`config.mk`:
```
export PLATFORM = sky130hd
export DESIGN_NAME = game_round_ctrl
export DESIGN_NICKNAME = d
export VERILOG_FILES = /design/src/rtl/game_round_ctrl.sv
export SDC_FILE = /design/constraint.sdc
export NUM_CORES = 1
export LEC_CHECK = 0
export ABC_AREA = 1
export BUFFER_PORTS_ARGS = -buffer_cell sky130_fd_sc_hd__buf_4
export CAP_MARGIN = 25
export CORE_ASPECT_RATIO = 1.75
export CORE_MARGIN = 2
export CORE_UTILIZATION = 50
export DETAILED_ROUTE_END_ITERATION = 10
export HOLD_SLACK_MARGIN = 0.06
export PLACE_DENSITY = 0.67
export SETUP_SLACK_MARGIN = 0.15
export SYNTH_ARGS = -nofsm -noshare
export SYNTH_HDL_FRONTEND = slang
export SYNTH_SLANG_ARGS = --single-unit
```
`constraint.sdc`:
```
create_clock -name clk -period 2.7 [get_ports clk]
set_clock_uncertainty 0.2 [all_clocks]
set_input_delay 0.135 -clock clk [delete_from_list [all_inputs] [get_ports clk]]
set_output_delay 0.135 -clock clk [all_outputs]
set_load 0.02 [all_outputs]
```
`src/rtl/game_round_ctrl.sv`:
```
// Game-flow controller: IDLE -> PLAY -> OVER -> IDLE with pause,
// lives counter and a built-in one-second prescaler.
module game_round_ctrl #(
  parameter int CLK_HZ     = 100_000_000,
  parameter int ROUND_SECS = 60,
  parameter int OVER_SECS  = 5,
  parameter int LIVES      = 3,
  parameter int TIMER_W    = 8,
  parameter int LIFE_W     = 3
) (
  input  logic               clk,
  input  logic               rst,
  input  logic               start_btn,
  input  logic               pause_btn,
  input  logic               end_btn,
  input  logic               life_lost,
  output logic [2:0]         state,
  output logic [TIMER_W-1:0] secs_left,
  output logic [LIFE_W-1:0]  lives,
  output logic               sec_tick,
  output logic               round_end
);

  localparam logic [2:0] S_IDLE  = 3'd0;
  localparam logic [2:0] S_PLAY  = 3'd1;
  localparam logic [2:0] S_OVER  = 3'd2;
  localparam logic [2:0] S_PAUSE = 3'd4;

  localparam int PW = (CLK_HZ > 1) ? $clog2(CLK_HZ) : 1;

  localparam logic [PW-1:0] PRE_TOP =
    PW'(CLK_HZ - 1);
  localparam logic [TIMER_W-1:0] ROUND_V =
    TIMER_W'(ROUND_SECS);
  localparam logic [TIMER_W-1:0] OVER_V =
    TIMER_W'(OVER_SECS);
  localparam logic [LIFE_W-1:0] LIVES_V =
    LIFE_W'(LIVES);
  localparam logic [LIFE_W-1:0] LIFE_ONE =
    LIFE_W'(1);
  localparam logic [TIMER_W-1:0] SEC_ONE =
    TIMER_W'(1);

  logic               r_start_q;
  logic               r_pause_q;
  logic               r_end_q;
  logic [2:0]         r_state;
  logic [PW-1:0]      r_pre;
  logic [TIMER_W-1:0] r_secs;
  logic [LIFE_W-1:0]  r_lives;
  logic               r_round_end;

  logic [2:0] w_next;
  logic       w_start_e;
  logic       w_pause_e;
  logic       w_end_e;
  logic       w_run;
  logic       w_tick;
  logic       w_life_out;
  logic       w_time_out;
  logic       w_play_upd;
  logic       w_new_round;
  logic       w_enter_over;

  // Edge registers park at 1 so a button held through reset stays silent.
  always_ff @(posedge clk) begin
    if (rst) begin
      r_start_q <= 1'b1;
      r_pause_q <= 1'b1;
      r_end_q   <= 1'b1;
    end else begin
      r_start_q <= start_btn;
      r_pause_q <= pause_btn;
      r_end_q   <= end_btn;
    end
  end

  always_comb begin
    w_start_e  = start_btn & ~r_start_q;
    w_pause_e  = pause_btn & ~r_pause_q;
    w_end_e    = end_btn & ~r_end_q;
    w_run      = (r_state == S_PLAY) ||
                 (r_state == S_OVER);
    w_tick     = w_run && (r_pre == PRE_TOP);
    w_life_out = life_lost && (r_lives <= LIFE_ONE);
    w_time_out = w_tick && (r_secs <= SEC_ONE);
    w_play_upd = (r_state == S_PLAY) &&
                 !w_end_e && !w_pause_e;
  end

  always_ff @(posedge clk) begin
    if (rst) begin
      r_state <= S_IDLE;
    end else begin
      r_state <= w_next;
    end
  end

  always_comb begin
    w_next = r_state;
    case (r_state)
      S_IDLE: begin
        if (w_start_e) begin
          w_next = S_PLAY;
        end
      end
      S_PLAY: begin
        if (w_end_e) begin
          w_next = S_OVER;
        end else if (w_pause_e) begin
          w_next = S_PAUSE;
        end else if (w_life_out || w_time_out) begin
          w_next = S_OVER;
        end
      end
      S_PAUSE: begin
        if (w_end_e) begin
          w_next = S_OVER;
        end else if (w_start_e || w_pause_e) begin
          w_next = S_PLAY;
        end
      end
      S_OVER: begin
        if (w_time_out) begin
          w_next = S_IDLE;
        end
      end
      default: w_next = S_IDLE;
    endcase
  end

  always_comb begin
    w_new_round  = (r_state == S_IDLE) &&
                   (w_next == S_PLAY);
    w_enter_over = (w_next == S_OVER) &&
                   (r_state != S_OVER);
  end

  // Prescaler, countdown and lives; PAUSE freezes all three.
  always_ff @(posedge clk) begin
    if (rst) begin
      r_pre       <= '0;
      r_secs      <= '0;
      r_lives     <= LIVES_V;
      r_round_end <= 1'b0;
    end else begin
      r_round_end <= w_enter_over;

      if (w_enter_over || w_new_round) begin
        r_pre <= '0;
      end else if (w_run) begin
        r_pre <= w_tick ? '0 : r_pre + PW'(1);
      end

      if (w_new_round) begin
        r_secs  <= ROUND_V;
        r_lives <= LIVES_V;
      end else begin
        if (w_play_upd && life_lost &&
            (r_lives != '0)) begin
          r_lives <= r_lives - LIFE_ONE;
        end
        if (w_enter_over) begin
          r_secs <= OVER_V;
        end else if (w_next == S_IDLE) begin
          r_secs <= '0;
        end else if (w_tick && (r_secs != '0) &&
                     (w_play_upd ||
                      r_state == S_OVER)) begin
          r_secs <= r_secs - SEC_ONE;
        end
      end
    end
  end

  always_comb begin
    state     = r_state;
    secs_left = (r_state == S_IDLE) ? '0 : r_secs;
    lives     = r_lives;
    sec_tick  = w_tick;
    round_end = r_round_end;
  end

endmodule

```
==> flow_summary.toml <==
[grt]
grt_pass1_vias = 2519
track_usage = 0.232
grt_pass1_wl_microns = 10600
antenna_found_initial = 0
overflow = 0
grt_start_max_net_pins = 28

[clock_tree]
clk_pin_slew_worst_paths_ns = 0.08
root_buffer = "clkbuf_8"
clock-sinks = 45
cts_tree = "built"
cts_buffers = 5
clock_path_buffers = 2
cts_max_level = 2
worstSkewPairLatency_ns = 0.29

[power_and_ir_drop]
p_switching_w = 0.000293
p_int_w = 0.000915
leakagePower_nw = 1.23
p_sw_frac = 0.243
pwr_density_cell_nw_per_um2 = 396
p_clk_frac = 0.346
power_w = 0.00121
pwr-share-comb = 0.093
share_seq_of_total_power = 0.562
peakVddDrop_v = 0.000413

[timing]
rsz0062_at_grt = "yes"
finalHoldViolCount = 0
fin_crit_sh = 0.903
fmax_mhz = 410
postLayoutSetupSlackWorst_ns = 0.263
worst_pin_slew_ns = 1.10
maxSlewViolCount = 0
max-slew-margin-rel = 0.264
setup_violations = 0
fin_tns_setup_ns = 0
fin_crit_ns = 2.44

[final_layout]
mostFrequentLayoutCell = "nor2_1"
finalInstanceArea_sq_um = 3050
fin_nets = 411
area_growth_pct = 18.3
antennaDiodeCount = 0
mostFrequentLayoutCells = "65 x nor2_1, 62 x nand2_1, 51 x inv_1"
drive_gt1_frac = 0.185
final_util = 0.613

[synth]
syn_inst = 361
yosysTopAreaCell = "dfxtp_1"
synth_cell_types = 37
syn-num-nets = 373
yosysSeqAreaShare = 0.349
synth_area_sq_um = 2580
synth_top_area_share = 0.349
yosys-top-cells-area = "dfxtp_1 35%, nor2_1 9.5%, nand2_1 9.0%"
ys_seq_elements = 45
syn_area_per_cell_sq_um = 7.14
ys_warn_count = 0

[status]
status = "finished clean"

[critical_path]
critPathMaxFanout = 14
crit_family = "simple AND/OR/NAND/NOR gates"
crit_slowest_cell = "dfxtp_1"
worstPathArrival_ns = 2.46
path_cells = "ha_2 -> nand3_1 -> nor2_2 -> nand2_2 -> nor2_4 -> nand3_2 -> a32oi_4 -> nand2_2 -> nand2_8 -> nand2_8 -> nor3_2"
path_class = "reg2reg"
crit_buf_inv = 0
max_stage_delay_ns = 0.36
end_kind = "flop"
worst_setup_path_start_kind = "flop"
cp.depth = 11
required_ns = 2.72
r2r_cells = 11

[detailed_routing]
wl_per_cell_microns = 14.0
vias = 2443
viasPerCell = 5.39
ant_nets = 0
drc = 0
drtPass1Iterations = 4
drt_wl_total_microns = 6330
drt-initial-drc-count = 125

[die]
fp-row-count = 34
dieArea_sq_um = 5770
initial_core_util = 0.518
die_w_microns = 58.3
die_h_microns = 99
fp.coreArea_sq_um = 4980
ios = 22

[placed_design]
dp_hpwl_microns = 4740
dp_slack_ns = 0.175
portBuffers = 21
place.gp.congestion = 0.886
dpl_cell_area_sq_um = 2790

[min_path]
whs_path_depth = 2
hold_class = "reg2reg"

[run]
cap_violations = 0
-- layer usage --
layer | GRT usage | vias up | wire [microns]
li1 | - | 1241 | -
met1 | 0.223 | 1115 | 2300
met2 | 0.452 | 63 | 3570
met3 | 0.0315 | 24 | 207
met4 | 0.111 | 0 | 258
met5 | 0 | - | 0
-- synthesized netlist by cell type --
cell type,instances
nor3_4,1
o32ai_1,1
nor3_1,16
nand4_2,1
xnor2_1,2
o22ai_1,1
nand2_4,4
o211ai_1,2
a21oi_2,3
nor3_2,10
nand3_4,1
xor2_1,14
nor2_4,2
nand4_1,7
ha_1,6
a21oi_1,10
buf_6,2
a21boi_0,1
nor2_2,1
inv_2,1
or2_2,4
o21ai_0,8
nor3b_1,1
clkbuf_1,1
nor4_1,6
dfxtp_1,45
a22oi_1,1
nand2_2,3
a32oi_2,1
nand3b_2,1
inv_1,51
nand3_2,2
nor2_1,65
or2_0,1
a31oi_1,1
nand3_1,22
nand2_1,62
-- stage by stage --
stage	cells	hold slack, ns
3_3_place_gp	435	0.117
6_report	453	0.275
2_1_floorplan	361	0.0314
5_1_grt	453	0.300
4_1_cts	450	0.281
3_5_place_dp	435	0.124
-- flip-flops by register name (all words and copies together), names as in the netlist --
| name | count |
|---|---|
| lives | 3 |
| r_end_q | 1 |
| r_pause_q | 1 |
| r_pre | 27 |
| r_secs | 8 |
| r_start_q | 1 |
| round_end | 1 |
| state | 3 |
-- path summary, 6_finish.rpt --
| check | start | end | slack (ns) |
|---|---|---|---|
| setup / recovery | r_pre[1]$_SDFFE_PP0P_ | r_pre[15]$_SDFFE_PP0P_ | 0.26 |
| hold / removal | r_secs[1]$_SDFFE_PP0P_ | r_secs[1]$_SDFFE_PP0P_ | 0.27 |
| setup reg to reg | r_pre[1]$_SDFFE_PP0P_ | r_pre[15]$_SDFFE_PP0P_ | 0.26 |
| hold reg to reg | r_secs[1]$_SDFFE_PP0P_ | r_secs[1]$_SDFFE_PP0P_ | 0.27 |
-- cell families after synthesis --
group	Yosys count	synth area share
compound gates	29	0.0713
buf+inv	55	0.0859
fa+ha+maj	6	0.0291
flops	45	0.349
simple gates	210	0.410
xor+xnor	16	0.0543
-- what timing repair did --
action	in CTS	in global routing
setup endpoints to repair	1	31
setup buffers	0	2
endpoints found under the hold margin	12	0
resized for setup	1	10
hold buffers	8	0
cloned	0	1
pin swaps	0	2
-- power by group through the flow --
stage | registers [W] | logic [W] | clock network, W
CTS | 0.000678 | 0.000102 | 0.000425
detailed placement | 0.000694 | 0.0000913 | 0
global placement | 0.000693 | 0.0000911 | 0
global route | 0.000680 | 0.000123 | 0.000455
finish | 0.000678 | 0.000112 | 0.000418
floorplan | 0.000695 | 0.0000664 | 0
-- layout make-up --
| type | instances | area (sq um) |
|---|---|---|
| Fill cell | 465 | 1930 |
| Inverter | 52 | 195 |
| Timing Repair Buffer | 33 | 268 |
| Multi-Input combinational cell | 262 | 1530 |
| Tap cell | 54 | 67.6 |
| Clock buffer | 7 | 86.3 |
| Sequential cell | 45 | 902 |
-- worst reg2reg max path, delay by kind of cell, from the launching register on --
kind | cells | cell delay, ns
AO/OA/AOI/OAI | 1 | 0.24
adder cells (fa/ha/maj) | 1 | 0.20
flip-flops | 1 | 0.36
AND/OR/NAND/NOR | 9 | 1.37
No activity file was read; power rests on OpenSTA's default activity.
